===== src/rtl/ps2_rx_fifo.sv =====
// ps2_rx_fifo
//   PS/2 device-to-host receiver with input synchronisers, an optional clock
//   glitch filter, odd-parity / framing checks, an inactivity timeout and a
//   show-ahead receive FIFO with a valid/ready handshake.
//
//   Optional feature macro: PS2_GLITCH_FILTER_EN
//     defined   -> PS/2 clock must hold a new level for FILTER_LEN samples
//     undefined -> filtered clock is the synchronised clock
//
// Ports
//   i_clk         system clock
//   i_rst_n       synchronous active-low reset
//   i_ps2_clk     raw PS/2 clock pin (asynchronous)
//   i_ps2_data    raw PS/2 data pin (asynchronous)
//   o_data        FIFO head byte (valid while o_data_valid)
//   o_data_valid  FIFO not empty
//   i_data_ready  consumer accepts head this cycle
//   o_parity_err  1-cycle pulse: bad parity, byte dropped
//   o_frame_err   1-cycle pulse: bad stop bit or mid-frame timeout
//   o_overflow    1-cycle pulse: good byte dropped, FIFO full
//   o_fifo_count  number of stored entries
module ps2_rx_fifo #(
  parameter int SYNC_STAGES    = 2,
  parameter int FILTER_LEN     = 4,
  parameter int TIMEOUT_CYCLES = 50000,
  parameter int FIFO_DEPTH     = 8
) (
  input  logic                          i_clk,
  input  logic                          i_rst_n,
  input  logic                          i_ps2_clk,
  input  logic                          i_ps2_data,
  output logic [7:0]                    o_data,
  output logic                          o_data_valid,
  input  logic                          i_data_ready,
  output logic                          o_parity_err,
  output logic                          o_frame_err,
  output logic                          o_overflow,
  output logic [$clog2(FIFO_DEPTH):0]   o_fifo_count
);

  localparam int AW = $clog2(FIFO_DEPTH);
  localparam int CW = AW + 1;
  localparam int TW = $clog2(TIMEOUT_CYCLES + 1);

  // Elaboration-time parameter sanity check
  if (SYNC_STAGES < 2 || FILTER_LEN < 2 || TIMEOUT_CYCLES < 2 ||
      FIFO_DEPTH < 2 || (FIFO_DEPTH & (FIFO_DEPTH - 1)) != 0) begin : g_bad_param
    $error("ps2_rx_fifo: illegal parameter value");
  end

  // ---------------------------------------------------------------------------
  // Input synchronisers (reset to idle-high so no false edge after reset)
  // ---------------------------------------------------------------------------
  logic [SYNC_STAGES-1:0] clk_sync, dat_sync;
  logic                   clk_s, dat_s;

  always_ff @(posedge i_clk) begin
    if (!i_rst_n) begin
      clk_sync <= '1;
      dat_sync <= '1;
    end else begin
      clk_sync <= {clk_sync[SYNC_STAGES-2:0], i_ps2_clk};
      dat_sync <= {dat_sync[SYNC_STAGES-2:0], i_ps2_data};
    end
  end

  assign clk_s = clk_sync[SYNC_STAGES-1];
  assign dat_s = dat_sync[SYNC_STAGES-1];

  // ---------------------------------------------------------------------------
  // Optional glitch filter on the PS/2 clock
  // ---------------------------------------------------------------------------
  logic clk_f;

`ifdef PS2_GLITCH_FILTER_EN
  localparam int FW = $clog2(FILTER_LEN + 1);
  logic [FW-1:0] flt_cnt;

  // flt_cnt counts consecutive samples that disagree with the current level;
  // the level flips on the FILTER_LEN-th such sample.
  always_ff @(posedge i_clk) begin
    if (!i_rst_n) begin
      clk_f   <= 1'b1;
      flt_cnt <= '0;
    end else if (clk_s == clk_f) begin
      flt_cnt <= '0;
    end else if (flt_cnt == FW'(FILTER_LEN - 1)) begin
      clk_f   <= clk_s;
      flt_cnt <= '0;
    end else begin
      flt_cnt <= flt_cnt + FW'(1);
    end
  end
`else
  assign clk_f = clk_s;
`endif

  // ---------------------------------------------------------------------------
  // Falling-edge strobe, registered so pin-to-strobe is SYNC_STAGES+1 cycles
  // ---------------------------------------------------------------------------
  logic clk_q, strobe;

  always_ff @(posedge i_clk) begin
    if (!i_rst_n) begin
      clk_q  <= 1'b1;
      strobe <= 1'b0;
    end else begin
      clk_q  <= clk_f;
      strobe <= clk_q & ~clk_f;
    end
  end

  // ---------------------------------------------------------------------------
  // Frame FSM
  // ---------------------------------------------------------------------------
  typedef enum logic [1:0] {S_IDLE, S_DATA, S_PAR, S_STOP} state_t;
  state_t state, state_n;

  logic [7:0]    shreg;
  logic [2:0]    idx;
  logic          par_bit;
  logic [TW-1:0] tcnt;
  logic          timeout;
  logic          push_req, par_err_c, frm_err_c;

  assign timeout = (state != S_IDLE) && (tcnt == TW'(TIMEOUT_CYCLES - 1));

  always_ff @(posedge i_clk) begin
    if (!i_rst_n) state <= S_IDLE;
    else          state <= state_n;
  end

  // Timeout wins over a strobe arriving in the same cycle.
  always_comb begin
    state_n = state;
    if (timeout) begin
      state_n = S_IDLE;
    end else if (strobe) begin
      case (state)
        S_IDLE:  if (!dat_s) state_n = S_DATA;
        S_DATA:  if (idx == 3'd7) state_n = S_PAR;
        S_PAR:   state_n = S_STOP;
        S_STOP:  state_n = S_IDLE;
        default: state_n = S_IDLE;
      endcase
    end
  end

  always_comb begin
    push_req  = 1'b0;
    par_err_c = 1'b0;
    frm_err_c = timeout;
    if (!timeout && strobe && state == S_STOP) begin
      if (!dat_s)                 frm_err_c = 1'b1;
      else if (^{shreg, par_bit}) push_req  = 1'b1;
      else                        par_err_c = 1'b1;
    end
  end

  // Shift register, bit index and inactivity counter
  always_ff @(posedge i_clk) begin
    if (!i_rst_n) begin
      shreg   <= 8'h00;
      idx     <= 3'd0;
      par_bit <= 1'b0;
      tcnt    <= '0;
    end else begin
      if (state == S_IDLE || strobe) tcnt <= '0;
      else if (tcnt != {TW{1'b1}})   tcnt <= tcnt + TW'(1);

      if (strobe && !timeout) begin
        case (state)
          S_IDLE: idx <= 3'd0;
          S_DATA: begin
            shreg[idx] <= dat_s;
            idx        <= idx + 3'd1;
          end
          S_PAR:  par_bit <= dat_s;
          default: ;
        endcase
      end
    end
  end

  // ---------------------------------------------------------------------------
  // Receive FIFO (show-ahead)
  // ---------------------------------------------------------------------------
  logic [7:0]    mem [FIFO_DEPTH];
  logic [AW-1:0] wptr, rptr;
  logic [CW-1:0] count;
  logic          full, pop, do_push;

  assign full    = (count == CW'(FIFO_DEPTH));
  assign pop     = o_data_valid & i_data_ready;
  // A same-cycle pop frees the slot, so a push into a full FIFO still lands.
  assign do_push = push_req & (~full | pop);

  always_ff @(posedge i_clk) begin
    if (!i_rst_n) begin
      for (int i = 0; i < FIFO_DEPTH; i++) mem[i] <= 8'h00;
      wptr         <= '0;
      rptr         <= '0;
      count        <= '0;
      o_parity_err <= 1'b0;
      o_frame_err  <= 1'b0;
      o_overflow   <= 1'b0;
    end else begin
      if (do_push) begin
        mem[wptr] <= shreg;
        wptr      <= wptr + AW'(1);
      end
      if (pop) rptr <= rptr + AW'(1);
      count        <= count + CW'(do_push) - CW'(pop);
      o_parity_err <= par_err_c;
      o_frame_err  <= frm_err_c;
      o_overflow   <= push_req & ~do_push;
    end
  end

  assign o_data       = mem[rptr];
  assign o_data_valid = (count != '0);
  assign o_fifo_count = count;

endmodule


===== config.mk =====
export PLATFORM = sky130hd
export DESIGN_NAME = ps2_rx_fifo
export DESIGN_NICKNAME = d
export VERILOG_FILES = /design/src/rtl/ps2_rx_fifo.sv
export SDC_FILE = /design/constraint.sdc
export NUM_CORES = 1
export LEC_CHECK = 0
export BUFFER_PORTS_ARGS = -buffer_cell sky130_fd_sc_hd__buf_2
export CELL_PAD_IN_SITES_DETAIL_PLACEMENT = 0
export CELL_PAD_IN_SITES_GLOBAL_PLACEMENT = 2
export CORE_UTILIZATION = 40
export CTS_BUF_LIST = sky130_fd_sc_hd__clkbuf_2
export CTS_CLUSTER_SIZE = 28
export DETAILED_ROUTE_END_ITERATION = 6
export HOLD_SLACK_MARGIN = 0.02
export PLACE_DENSITY = 0.73
export SETUP_SLACK_MARGIN = 0.5
export SKIP_CTS_REPAIR_TIMING = 1
export SLEW_MARGIN = 40
export SYNTH_ARGS = -nofsm -noshare
export SYNTH_HDL_FRONTEND = slang
export SYNTH_SLANG_ARGS = --single-unit

===== constraint.sdc =====
create_clock -name i_clk -period 3 [get_ports i_clk]
set_input_delay 0.6 -clock i_clk [delete_from_list [all_inputs] [get_ports i_clk]]
set_output_delay 0.6 -clock i_clk [all_outputs]
set_load 0.005 [all_outputs]

# [Yosys cells after proc, flatten, opt, wreduce, memory -nomap -nowiden]
# Memory sizes are Yosys's and may differ from the RTL's. A register that Yosys moved wholly into a read port is not among the register bits.
# Cells that the tools add are included.
[op_classes] n_addsub=6 order_cmp=2 n_eq_ne=9 muxes=22 bitwise_logic=9 n_reduce_logical=19
[op_table] cell="16-bit by 1-bit adder with 16-bit output (second input constant)" count=1
[op_table] cell="16-bit == test (second input constant)" count=1
[op_table] cell="16-bit != test (second input constant)" count=1
[op_table] cell="1-bit two-way mux" count=12
[op_table] cell="3-bit by 1-bit adder with 3-bit output (second input constant)" count=3
[op_table] cell="3-bit two-way mux" count=3
[op_table] cell="9-bit XOR reduction" count=1
[op_table] cell="8-bit bitwise mux" count=1
[op_table] cell="8-bit two-way mux" count=1
[op_table] cell="2-bit case mux with 4 select lines" count=1
[op_table] cell="8-bit OR reduction" count=1
[op_table] cell="3-bit case mux with 2 select lines" count=1
[op_table] cell="2-bit AND reduction" count=3
[op_table] cell="3-bit AND reduction" count=2
[op_table] cell="4-bit by 1-bit adder with 4-bit output" count=1
[op_table] cell="1-bit AND" count=4
[op_table] cell="2-bit == test (second input constant)" count=2
[op_table] cell="4-bit == test (second input constant)" count=1
[op_table] cell="1-bit logical AND" count=4
[op_table] cell="3-bit by 4-bit less-than comparator with 1-bit output (second input constant)" count=1
[op_table] cell="2-bit two-way mux" count=2
[op_table] cell="2-bit != test (second input constant)" count=2
[op_table] cell="1-bit inverter" count=4
[op_table] cell="2-bit nonzero test" count=2
[op_table] cell="11 further kinds" count=12
[word_totals] ff_bits=49 ram_bits=64 in_bits=5 out_inout_bits=16 wordCells=83 mem_count=1
[memory_table] name="mem" depth=8 word_bits=8 read_ports=1 rd_clocked_by_memory_dff=1 write_ports=8 line_no="188" text="logic [7:0] mem [FIFO_DEPTH];"

# [Depth between registers and ports, before layout]
# Gate-level depths: netlist (run 1).
[logic_depth] word_depth=12 depth_mapped=14

# [Worst setup path after synthesis (run 1)]
# Ideal clock, no wire load.
[synth_path] path_type="flip-flop to flip-flop" startpoint="register shreg[2]" endpoint="register count[2] (netlist: o_fifo_count[2])" setup_ns=0.115 arrival_time_ns=2.584 required_time_ns=2.885 setup_slack_ns=0.301 stages_incl_launch_ff=11 n_path_buf=0 synth_period_minus_slack_ns=2.699 cell_sequence="dfxtp_1 xor2_1 xnor3_2 xor2_4 nand3_1 o21ai_0 ha_1 inv_1 fa_1 xnor2_1 and2_1"
[synth_via] elab_chain_cells=7
[synth_rtl] element="start, declared" line_no="119" text="logic [7:0] shreg;"
[synth_rtl] element="start signal, assigned by index" line_no="175" text="shreg[idx] <= dat_s;"
[synth_rtl] element="9-bit XOR reduction" line_no="155" text="else if (^{shreg, par_bit}) push_req = 1'b1;"
[synth_rtl] element="1-bit two-way mux" line_no="155"
[synth_rtl] element="1-bit two-way mux" line_no="154" text="if (!dat_s) frm_err_c = 1'b1;"
[synth_rtl] element="1-bit two-way mux" line_no="153" text="if (!timeout && strobe && state == S_STOP) begin"
[synth_rtl] element="1-bit AND" line_no="196" text="assign do_push = push_req & (~full | pop);"
[synth_rtl] element="4-bit by 1-bit adder with 4-bit output" line_no="213" text="count <= count + CW'(do_push) - CW'(pop);"
[synth_rtl] element="4-bit by 1-bit subtractor with 4-bit output" line_no="213"
[synth_rtl] element="end signal, assigned" line_no="213"
[synth_rtl] element="end, declared" line_no="190" text="logic [CW-1:0] count;"
# Every way passes these cells.
# A chain may end at the register's enable or synchronous reset.

==> impl.org, run 1 <==
** Pwr
- Of the total power, registers draw 0.468.
- Design Power :: between 3 and 4 mW
- Combinational share of power :: 0.220
- Switch Pwr :: ~990 uW
- The internal portion of the total power is 2.892 mW.
- Clock power frac :: 0.311
- Lkg Pwr :: approximately 2.3 nW
- Across the VDD grid, the largest voltage drop is 256.0 uV.
- Power Dens Cells :: 609.8 nW/um^2
- Of the total power, the share spent switching nets is 0.2554.

** Min path
- Hold/Removal Path Class :: input port to flop
- In this run the most critical hold path is launched from i_ps2_clk.

** Worst setup path
- Worst Setup End Kind :: output port
- Critical Path AT :: between 2000 and 2500 ps
- The critical path contains buffers and inverters numbering 2 combined.
- Walking the worst path, the cells encountered are clkbuf_16 -> mux4_2 -> mux2_2 -> buf_2.
- Worst-path cell with the longest stage delay :: sky130_fd_sc_hd__mux4_2
- CP Class :: flop to output port
- Type of element launching the critical path :: flop
- Largest stage delay on the critical path :: between 500 and 600 ps
- Max FO, Critical Path :: 8
- Broken down by cell family, the worst path's largest delay share belongs to multiplexers.
- The startpoint identified for the worst register-to-register timing path is shreg[2].
- Data on the critical path is required at its endpoint by between 2000 and 2500 ps.

** Global route
- Total gr overflow :: 0
- The via count of the first global-routing pass is approximately 3400.
- Antenna violations before repair :: 0
- The first global-routing pass estimated around 18000 um of wire.
- Maximum number of pins on one net before global-route repair :: 43
- In the global route stage, overall resource usage came out at 0.1794.

** Layout
- Fraction of layout cells with a size suffix above 1 :: 0.2625
- For this run, the share of the core covered by cells in the final layout is 0.4810.
- The area growth from synthesis to layout is 17.71%.
- The number of antenna diodes in the final layout is 0.
- In the final design database the tool counted 526 nets.

** Route
- # DRC :: 0
- Detailed-router iteration count before antenna repair :: 4
- Average detailed-routed wire length per instance :: around 17 um
- In this run, the number of DRC markers left after iteration 0 of detailed routing was 158.
- The count of nets left with antenna violations once routing finished came out at 0.
- Wires add up to between 10000 and 15000 um.
- The detailed router placed 3476 vias in this run.
- In the routed layout, each cell is associated on average with a via count of 5.009.

** Synthesis
- Yosys attributes the largest share of cell area to sky130_fd_sc_hd__edfxtp_1 36%, sky130_fd_sc_hd__dfxtp_1 19%, sky130_fd_sc_hd__mux4_2 6.7%.
- Synthesis produced a netlist with a net count of around 480.
- By area, the combinational part of the netlist is dominated by simple AND/OR/NAND/NOR gates.
- Mux share of post-synthesis cell area :: 0.1110
- Post-synth EDFFs :: 64
- Mapped cell area :: ~5400 um^2
- Post-Synthesis Mean Instance Area :: between 10 and 15 um^2
- The share of synthesized area in the top cell type comes to 0.3551.
- Yosys warns :: 0
- The number of different library cells used by synthesis comes to 47.
- Counting every instance in the synthesized netlist gives between 400 and 500.
- The area fraction in compound gates after synthesis was 0.04231.
- Among all flip-flop cells after synthesis, the most frequent one is sky130_fd_sc_hd__edfxtp_1.
- Xor/xnor cell area share of the yosys netlist :: 0.04486
- Of the total synthesized cell area, the portion taken by full adders, half adders and majority gates is 0.03838.
- In this run, synthesis produced a sequential element count of between 100 and 150.
- Of the total synthesized cell area, the portion taken by AND, OR, NAND and NOR gates is 0.1871.
- Sequential area share after synthesis :: 0.5475
- Proportion of register bits with asynchronous set or reset after synthesis :: 0
- The biggest area contributor in the post-synthesis netlist is sky130_fd_sc_hd__edfxtp_1.

** STA
- Final number of setup-violating endpoints :: 0
- Static timing analysis puts the maximum clock frequency at 359.8 MHz.
- At the pin with the least slew margin, the transition time is between 500 and 600 ps.
- In the finished design, the share of the clock period the worst path needs comes to 0.9264.
- Tightest hold margin :: roughly 100 ps
- Worst slew margin :: 0.6102
- Setup repair after global routing missed its margin :: yes
- The final-report hold violation count came to 0.
- The worst path meets setup with 220.9 ps of slack.
- Final-report max-slew violation count :: 0
- The worst path needs about 2800 ps of the cycle, external delays included.
- On the final layout, the worst clock skew is approximately 22 ps.

** Placed design
- Detailed placement finished with a half-perimeter wire length of roughly 8000 um.
- IO Port Bufs :: 20
- Before CTS, the worst setup slack after placement is roughly 170 ps.
- At the end of routability-driven placement, the weighted congestion stood at 0.7633.

** Die
- Area of the core :: between 10000 and 15000 um^2
- Die X :: about 120 um
- Effective utilization at floorplan :: 0.4086
- The die covers ~14000 um^2.
- Measured along the y axis, the die boundary spans between 100 and 150 um.
- I/O pin cnt :: 21
- In this run the core area contains 42 standard-cell rows.

** Clocking
- The tree is rooted in a sky130_fd_sc_hd__clkbuf_2.
- Depth of the CTS H-tree :: 4
- Clock insertion delay at the later pin of the skew report :: approximately 660 ps
- Clock tree synthesis found a total of about 120 sinks.
- Clock Pin Slew Worst Setup and Hold Paths :: about 180 ps
- TritonCTS built the clock tree.
- Maximum clock insertion buffer count :: 2
- Clock buffers created by TritonCTS :: 17

** Outcome
- The run finished with clean final reports.

** Job
- Total of max-cap violations :: 0
## metal layers
metal  up-vias  global-route usage  part of all wire
li1       1731                   -                 -
met1      1678              0.2231              0.45
met2        54              0.2926              0.50
met3        13             0.04971             0.034
met4         0             0.07532             0.014
met5         -                   0                 0
## cell type report
type / instances / area [um^2]
flip-flops and latches: 116 / 2979
clock inverters: 12 / 185.2
fillers: 1227 / 6873
repair buffers: 51 / 424.2
clock buffers: 20 / 100.1
inverters: 10 / 37.54
well taps: 176 / 220.2
multi-input cells: 309 / 2424
## sequential cells by signal, indices dropped and copies added, names as in the netlist, 2 cells and up, named ones only
signal        cells
mem              64
tcnt             16
shreg             8
o_fifo_count      4
idx               3
rptr              3
wptr              3
clk_sync          2
dat_sync          2
state             2
## cells in the final DEF, fill, tap and decap left out, types with 8 or more instances in the layout
cell,count
sky130_fd_sc_hd__buf_6,9
sky130_fd_sc_hd__xor2_1,12
sky130_fd_sc_hd__buf_4,25
sky130_fd_sc_hd__nor2_1,83
sky130_fd_sc_hd__clkbuf_2,20
sky130_fd_sc_hd__inv_1,10
sky130_fd_sc_hd__buf_2,14
sky130_fd_sc_hd__ha_1,13
sky130_fd_sc_hd__edfxtp_1,64
sky130_fd_sc_hd__nand2b_1,9
sky130_fd_sc_hd__xnor2_1,8
sky130_fd_sc_hd__nor2b_1,14
sky130_fd_sc_hd__nand2_1,31
sky130_fd_sc_hd__mux4_2,16
sky130_fd_sc_hd__dfxtp_1,45
sky130_fd_sc_hd__nand3_1,11
sky130_fd_sc_hd__mux2i_1,15
## synthesized netlist by cell type, types with 7 or more instances
library cell,n
sky130_fd_sc_hd__mux4_2,16
sky130_fd_sc_hd__o21ai_0,11
sky130_fd_sc_hd__ha_1,15
sky130_fd_sc_hd__xnor2_1,8
sky130_fd_sc_hd__nand2_1,31
sky130_fd_sc_hd__and2_1,7
sky130_fd_sc_hd__edfxtp_1,64
sky130_fd_sc_hd__clkbuf_1,14
sky130_fd_sc_hd__mux2_2,8
sky130_fd_sc_hd__xor2_1,12
sky130_fd_sc_hd__dfxtp_1,52
sky130_fd_sc_hd__nand3_1,12
sky130_fd_sc_hd__nor2_1,84
sky130_fd_sc_hd__nand2b_1,9
sky130_fd_sc_hd__mux2i_1,15
sky130_fd_sc_hd__nor2b_1,14
sky130_fd_sc_hd__inv_1,10
## metrics by stage
step	cell area, um^2	setup TNS (ps)	instances
after floorplan	5421	0	458
after global placement	5757	0	649
after detailed placement	5766	0	649
after CTS	6051	-139.6	681
after global routing	6370	0	694
final	6370	0	694
## kinds of logic (layout without fill, tap and decap cells)
kind of cell    count (synthesis)  after routing
xor+xnor                       23             23
simple gates                  195            195
flops                         116            116
compound gates                 36             36
fa+ha+maj                      16             16
buf+inv                        33             93
mux                            39             39
## power by group through the flow
stage               sequential [mW]  combinational [mW]  clock [mW]
floorplan                      1.83               0.523           0
global placement               1.84               0.729           0
detailed placement             1.84               0.738           0
CTS                            1.81               0.742        1.24
global route                   1.83               0.937        1.30
finish                         1.82               0.856        1.21
## worst paths after layout
path         slack (ps)  depth (start not counted)              end
max                 220                          4        o_data[5]
min                 100                          2      clk_sync[0]
max reg2reg         370                         12  o_fifo_count[2]
min reg2reg         420                          2           strobe
## worst register-to-register path: cells and delay by family, from the launching register on
family / cells / cell delay [ps]
xor gates and xnor gates: 4 / 980
adders and majority gates: 2 / 570
DFF: 1 / 390
buffers and inverters: 3 / 260
AOI/OAI and AO/OA: 2 / 230
and+or+nand+nor: 1 / 140
(Power assumes the default switching activity.)
==> inputs of run 2 (changes only) <==
- RECOVER_POWER: not set -> 50
==> impl.org, run 2 (synthesized netlist as in run 1, its figures left out) <==
** Route
- The DRC marker count from the first detailed-route iteration was 182 (was 158).
- # DRC :: 0 (unchanged)
- Average detailed-routed wire length per instance :: 16.81 um (about the same)
- The remaining number of nets flagged by the antenna check after routing is 0 (unchanged).
- The via count was 3493 (was 3476).
- The total length of routed wires is 11660 um (was 11670 um).
- The detailed-routing iteration count for the pre-antenna-repair pass was 4 (unchanged).
- The vias per cell came to 5.033 (was 5.009).

** Clocking
- The total CTS buffers came to 17 (unchanged).
- The buffer levels on the longest clock path is 2 (unchanged).
- The number of sinks handled by clock tree synthesis came to 116 (unchanged).
- CTS tree :: built (unchanged)
- The H-tree level count came to 4 (unchanged).
- The clock-pin slew on the worst setup and hold paths was 160 ps (was 180 ps).
- Clock insertion delay at the later pin of the skew report :: 670 ps (was 660 ps)
- CTS root buffer :: sky130_fd_sc_hd__clkbuf_2 (unchanged)

** STA
- Worst setup margin :: 180.0 ps (was 220.9 ps)
- The final sum of negative setup slack was 0 ps (unchanged).
- The final number of max-transition violations came to 43 (was 0).
- The worst hold margin was 105.6 ps (was 102.7 ps).
- Final Cycle Share :: 0.9400 (was 0.9264)
- Final hold violation count :: 0 (unchanged)
- Worst slew margin :: -0.3145 (was 0.6102)
- The count of endpoints failing setup in the final report came to 0 (unchanged).
- Worst-margin pin slew :: 1972 ps (was 584.0 ps)
- Setup repair after global routing missed its margin :: yes (unchanged)
- Highest achievable clock rate :: 354.6 MHz (was 359.8 MHz)
- The final period demand of the worst path was 2820 ps (was 2779 ps).
- The final clock skew came to 21.84 ps (about the same).

** Global route
- Busiest grt layer :: met2 (unchanged)
- The number of antenna violations at the first check in global routing is 0 (unchanged).
- GRT met3 Usage :: 0.04971 (unchanged)
- Total gr overflow :: 0 (unchanged)
- The via count of the first global-routing pass came to 3392 (unchanged).
- The met1 layer usage reported by global route is 0.2231 (unchanged).
- First-pass GRT wire length :: 18470 um (unchanged)
- Maximum number of pins on one net before global-route repair :: 43 (unchanged)
- Met2 layer usage reported by global route :: 0.2926 (unchanged)
- The total track usage came to 0.1794 (unchanged).

** Layout
- The fill cell total of the finished layout was 1239 (was 1227).
- Number of antenna cells inserted :: 0 (unchanged)
- The register ranked first by flip-flop count was mem (unchanged).
- Post-layout util :: 0.4765 (was 0.4810)
- Top Registers: mem (64), tcnt (16), shreg (8) (unchanged).
- Area growth, synth to finish :: 16.60% (was 17.71%)
- The net count reported at finish came to 526 (unchanged).
- The number of flip-flops in the largest register is 64 (unchanged).
- Fraction of layout cells with a size suffix above 1 :: 0.2355 (was 0.2625)
- Leading cell types in the layout, fill and taps excluded: 83 x sky130_fd_sc_hd__nor2_1, 64 x sky130_fd_sc_hd__edfxtp_1, 46 x sky130_fd_sc_hd__dfxtp_1 (was 83 x sky130_fd_sc_hd__nor2_1, 64 x sky130_fd_sc_hd__edfxtp_1, 45 x sky130_fd_sc_hd__dfxtp_1).
- The area of all placed cells without fillers was 6310 um^2 (was 6370 um^2).
- Cell Count, Final, Fillers Out :: 694 (unchanged)
- The commonest non-fill, non-tap cell in the layout was sky130_fd_sc_hd__nor2_1 (unchanged).

** Worst setup path
- The kind of cell adding the most delay to the critical path was XOR/XNOR gates (was multiplexers).
- Largest stage delay on the critical path :: 520 ps (about the same)
- The setup slack of the most critical reg-to-reg path was 180 ps (was 370 ps).
- The cell type of the slowest stage on the worst timing path is sky130_fd_sc_hd__clkbuf_1 (was sky130_fd_sc_hd__mux4_2).
- The combined buffer and inverter count along the critical path is 3 (was 2).
- Crit path cell chain :: xor2_1 -> xnor3_1 -> xor2_1 -> buf_4 -> buf_4 -> nand4b_4 -> o21ai_1 -> clkbuf_1 (was clkbuf_16 -> mux4_2 -> mux2_2 -> buf_2)
- The kind of start point of the critical path is a flop (unchanged).
- Required time of the worst setup path :: 3300 ps (was 2400 ps)
- The largest fanout of any net on the critical path is 8 (unchanged).
- The endpoint arrival time on the critical path came to 3120 ps (was 2180 ps).
- The critical path class was flop to flop (was flop to output port).
- Worst Setup End Kind :: flop (was output port)

** Die
- Effective utilization at floorplan :: 0.4086 (unchanged)
- The row count is 42 (unchanged).
- The number of I/O pins came to 21 (unchanged).
- The total core area was 13240 um^2 (unchanged).
- The overall die width came to 118.3 um (unchanged).
- The die footprint is 14000 um^2 (unchanged).
- Floorplan die height :: 118.3 um (unchanged)

** Placed design
- IO Port Bufs :: 20 (unchanged)
- The pre-CTS setup slack is 165.1 ps (unchanged).
- The total placed cells including tap cells came to 649 (unchanged).
- DPL Wire Length :: 8030 um (unchanged)
- The weighted congestion reported at the end of routability-driven placement came to 0.7633 (unchanged).
- The area of placed instances was 5766 um^2 (unchanged).

** Pwr
- Power Dens Cells :: 615.5 nW/um^2 (was 609.8 nW/um^2)
- The switching power came to 994.0 uW (was 992.2 uW).
- Clock power frac :: 0.311 (about the same)
- The leakage component of the power came to 2.277 nW (was 2.314 nW).
- The combinational power share is 0.220 (about the same).
- The worst voltage drop across the vdd grid came to 255.5 uV (was 256.0 uV).
- The design internal power was 2.890 mW (was 2.892 mW).
- The overall power of the completed layout was 3.884 mW (about the same).
- Switching part of the total power :: 0.2559 (was 0.2554)
- Proportion of power drawn by flip-flops and latches :: 0.469 (was 0.468)

** Outcome
- The final reports fail on max-capacitance violations, max-slew violations.
- Status: finished with violations (was finished clean).

** Min path
- The classification of the worst-slack hold path was input port to flop (unchanged).

** Job
- Total of max-cap violations :: 1 (was 0)
==> run 2: cell types whose count changed in the layout (fill, tap and decap cells not counted), sizes merged <==
cell    delta
buf        -8
clkbuf     +8
==> run 2: final timing paths <==
path,start,endpoint,depth (start not counted)
max,shreg[2],mem[3][3],8
min,i_ps2_clk,clk_sync[0],2
max reg2reg,shreg[2],mem[3][3],8
min reg2reg,clk_q,strobe,2
==> run 2: power by group through the flow <==
stage	Sequential (mW)	Clock [mW]	Combinational [mW]
final	1.82	1.21	0.855
after CTS	1.81	1.24	0.742
after global placement	1.84	0	0.729
after floorplan	1.83	0	0.523
after detailed placement	1.84	0	0.738
after global routing	1.83	1.30	0.935
==> run 2: per-layer routing <==
layer  part of all wire  vias to the layer above  wire length, um
li1                   -                     1730                -
met1               0.45                     1684             5282
met2               0.50                       59             5777
met3              0.031                       20              367
met4              0.020                        0              236
met5                  0                        -                0
==> run 2: final cells by class <==
type	count	area, um^2	share of cell area
Multi-Input combinational cell	309	2385	0.3780
Tap cell	176	220.2	0.03490
Sequential cell	116	2978	0.4719
Inverter	10	37.54	0.005949
Clock inverter	12	185.2	0.02935
Clock buffer	20	100.1	0.01586
Timing Repair Buffer	51	404.1	0.06405
==> inputs of run 3 (changes only) <==
- CORE_MARGIN: not set -> 2
==> impl.org, run 3 (synthesized netlist as in run 1, its figures left out) <==
** Placed design
- The pre-CTS setup slack was 328.3 ps (was 165.1 ps).
- The weighted congestion reported at the end of routability-driven placement was 0.7713 (was 0.7633).
- DPL Wire Length :: 8009 um (was 8030 um)
- IO Port Bufs :: 20 (unchanged)
- The area of placed instances came to 5807 um^2 (was 5766 um^2).
- The total placed cells including tap cells came to 655 (was 649).

** Route
- Detailed-router iteration count before antenna repair :: 4 (unchanged)
- Count of routing violations after the opening detailed-route iteration :: 316 (was 182)
- Total wire length after detailed routing :: 11620 um (was 11660 um)
- Average detailed-routed wire length per instance :: 16.67 um (was 16.81 um)
- The vias per cell came to 5.131 (was 5.033).
- Antenna Violating Nets Remaining :: 0 (unchanged)
- The detailed-route DRC error count was 0 (unchanged).
- The via count came to 3576 (was 3493).

** STA
- Setup repair after global routing missed its margin: yes (unchanged).
- Worst setup margin :: 225.7 ps (was 180.0 ps)
- Final Cycle Share :: 0.9248 (was 0.9400)
- Worst slew margin :: 0.6242 (was -0.3145)
- The worst hold margin was 223.7 ps (was 105.6 ps).
- Final-report max-slew violation count :: 0 (was 43)
- The final period demand of the worst path came to 2774 ps (was 2820 ps).
- The count of endpoints failing setup in the final report is 0 (unchanged).
- Worst-margin pin slew :: 563.7 ps (was 1972 ps)
- The final sum of negative setup slack was 0 ps (unchanged).
- The upper clock frequency limit came to 360.5 MHz (was 354.6 MHz).
- Worst clock skew :: 22.66 ps (was 21.84 ps)
- Final hold violation count :: 0 (unchanged)

** Global route
- Global-route usage over all layers :: 0.1772 (was 0.1794)
- Total gr overflow :: 0 (unchanged)
- The via count of the first global-routing pass was 3532 (was 3392).
- The pin count of the biggest net entering global routing came to 30 (was 43).
- The wire length of the first global-routing pass is 19140 um (was 18470 um).
- Antenna violations before repair :: 1 (was 0)

** Worst setup path
- Required time of the worst setup path :: 2400 ps (was 3300 ps)
- The kind of start point of the critical path is a flop (unchanged).
- CP Class :: flop to output port (was flop to flop)
- Worst Setup End Kind :: output port (was flop)
- The kind of cell adding the most delay to the critical path is multiplexers (was XOR/XNOR gates).
- The largest fanout of any net on the critical path came to 8 (unchanged).
- Worst-path cell with the longest stage delay :: sky130_fd_sc_hd__mux4_2 (was sky130_fd_sc_hd__clkbuf_1)
- The combined buffer and inverter count along the critical path is 2 (was 3).
- The stage delay of the slowest cell on the critical path is 520 ps (about the same).
- Crit path cell chain: buf_12 -> mux4_2 -> mux2_4 -> buf_6 (was xor2_1 -> xnor3_1 -> xor2_1 -> buf_4 -> buf_4 -> nand4b_4 -> o21ai_1 -> clkbuf_1).
- Critical Path AT :: 2170 ps (was 3120 ps)

** Pwr
- The leakage component of the power is 2.216 nW (was 2.277 nW).
- The power density over cell area was 588.0 nW/um^2 (was 615.5 nW/um^2).
- The worst voltage drop across the vdd grid was 230.5 uV (was 255.5 uV).

** Clocking
- Clock Pin Slew Worst Setup and Hold Paths :: 170 ps (was 160 ps)
- CTS root buffer :: sky130_fd_sc_hd__clkbuf_2 (unchanged)
- The total CTS buffers was 17 (unchanged).
- The number of sinks handled by clock tree synthesis is 116 (unchanged).
- The H-tree level count was 4 (unchanged).
- The CTS tree is built (unchanged).
- Maximum clock insertion buffer count :: 2 (unchanged)
- Clock insertion delay at the later pin of the skew report :: 680 ps (was 670 ps)

** Job
- The number of maximum-capacitance constraint violations was 0 (was 1).

** Layout
- Leading cell type in the layout, fill and taps excluded :: sky130_fd_sc_hd__nor2_1 (unchanged)
- The net count reported at finish is 528 (was 526).
- Cell Count, Final, Fillers Out :: 697 (was 694)
- Leading cell types in the layout, fill and taps excluded :: 84 x sky130_fd_sc_hd__nor2_1, 64 x sky130_fd_sc_hd__edfxtp_1, 45 x sky130_fd_sc_hd__dfxtp_1 (was 83 x sky130_fd_sc_hd__nor2_1, 64 x sky130_fd_sc_hd__edfxtp_1, 46 x sky130_fd_sc_hd__dfxtp_1)
- Multi-input gate area in the final layout :: 2332 um^2 (was 2385 um^2)
- The area of all placed cells without fillers came to 6197 um^2 (was 6310 um^2).
- The fraction of final layout cells sized beyond drive strength 1 came to 0.2308 (was 0.2355).
- Top Registers :: mem (64), tcnt (16), shreg (8) (unchanged)
- The layout overhead on the synthesized area is 14.52% (was 16.60%).
- Flip-flop count of the largest register after layout :: 64 (unchanged)
- The sequential cell area is 2979 um^2 (was 2978 um^2).
- Most flop-heavy register :: mem (unchanged)
- Number of fill cells :: 1274 (was 1239)

** Die
- Die outline area :: 14470 um^2 (was 14000 um^2)
- The total core area came to 13240 um^2 (unchanged).
- Die X :: 120.3 um (was 118.3 um)
- The vertical extent of the die is 120.3 um (was 118.3 um).
- The starting utilization of the core area is 0.4086 (unchanged).
- The number of I/O pins is 21 (unchanged).
- Number of placement rows :: 42 (unchanged)

** Outcome
- Status :: finished clean (was finished with violations)

** Min path
- The classification of the worst-slack hold path is input port to flop (unchanged).
[run 3: cell types whose count changed in the layout (fill, tap and decap cells not counted), moves of 2 or more]
cell | previous run | this run
sky130_fd_sc_hd__and2_1 | 6 | 4
sky130_fd_sc_hd__and2_0 | 1 | 3
sky130_fd_sc_hd__o21ai_1 | 3 | 7
sky130_fd_sc_hd__nand4b_4 | 2 | 0
sky130_fd_sc_hd__nand4b_2 | 0 | 2
sky130_fd_sc_hd__bufinv_16 | 5 | 2
sky130_fd_sc_hd__clkbuf_2 | 20 | 22
sky130_fd_sc_hd__o21ai_4 | 4 | 0
sky130_fd_sc_hd__dlygate4sd3_1 | 0 | 2
sky130_fd_sc_hd__clkinvlp_4 | 0 | 5
sky130_fd_sc_hd__buf_4 | 21 | 19
[run 3: final cells by class]
type                       instances  area share
antenna                            1   0.0004038
clock buffer                      18     0.01454
clock inverter                    14     0.02201
inverter                          10    0.006057
multi-input combinational        309      0.3763
sequential                       116      0.4807
tap                              176     0.03553
timing repair buffer              53     0.06441
[run 3: power by group]
| group | switching, mW | internal [mW] |
|---|---|---|
| registers | 0.0586 | 1.76 |
| clock network | 0.604 | 0.375 |
| logic | 0.354 | 0.490 |
| total | 1.02 | 2.63 |
[run 3: worst min-delay path: stages]
cell                      delay (ps)
sky130_fd_sc_hd__buf_2           120
sky130_fd_sc_hd__nand2_1          80
sky130_fd_sc_hd__mux2i_1          70
[run 3: per-layer routing]
metal,share of wire,vias to the layer above,track usage
met4,0.011,0,0.06323
li1,-,1740,-
met2,0.50,67,0.2848
met3,0.032,12,0.04717
met5,0,-,0
met1,0.46,1757,0.2318
[run 3: final timing paths]
kind	startpoint	endpoint	slack [ps]	depth (start not counted)
max	flop	o_data[2]	230	4
min	i_rst_n	wptr[1]	220	3
max reg2reg	tcnt[0]	o_fifo_count[2]	230	11
min reg2reg	clk_q	strobe	420	2
[run 3: metrics by stage]
step           power [mW]    util
2_1_floorplan       2.355       -
3_3_place_gp        2.582  0.4381
3_5_place_dp        2.590  0.4385
4_1_cts             3.583  0.4556
5_1_grt             3.877  0.4680
6_report            3.644  0.4680
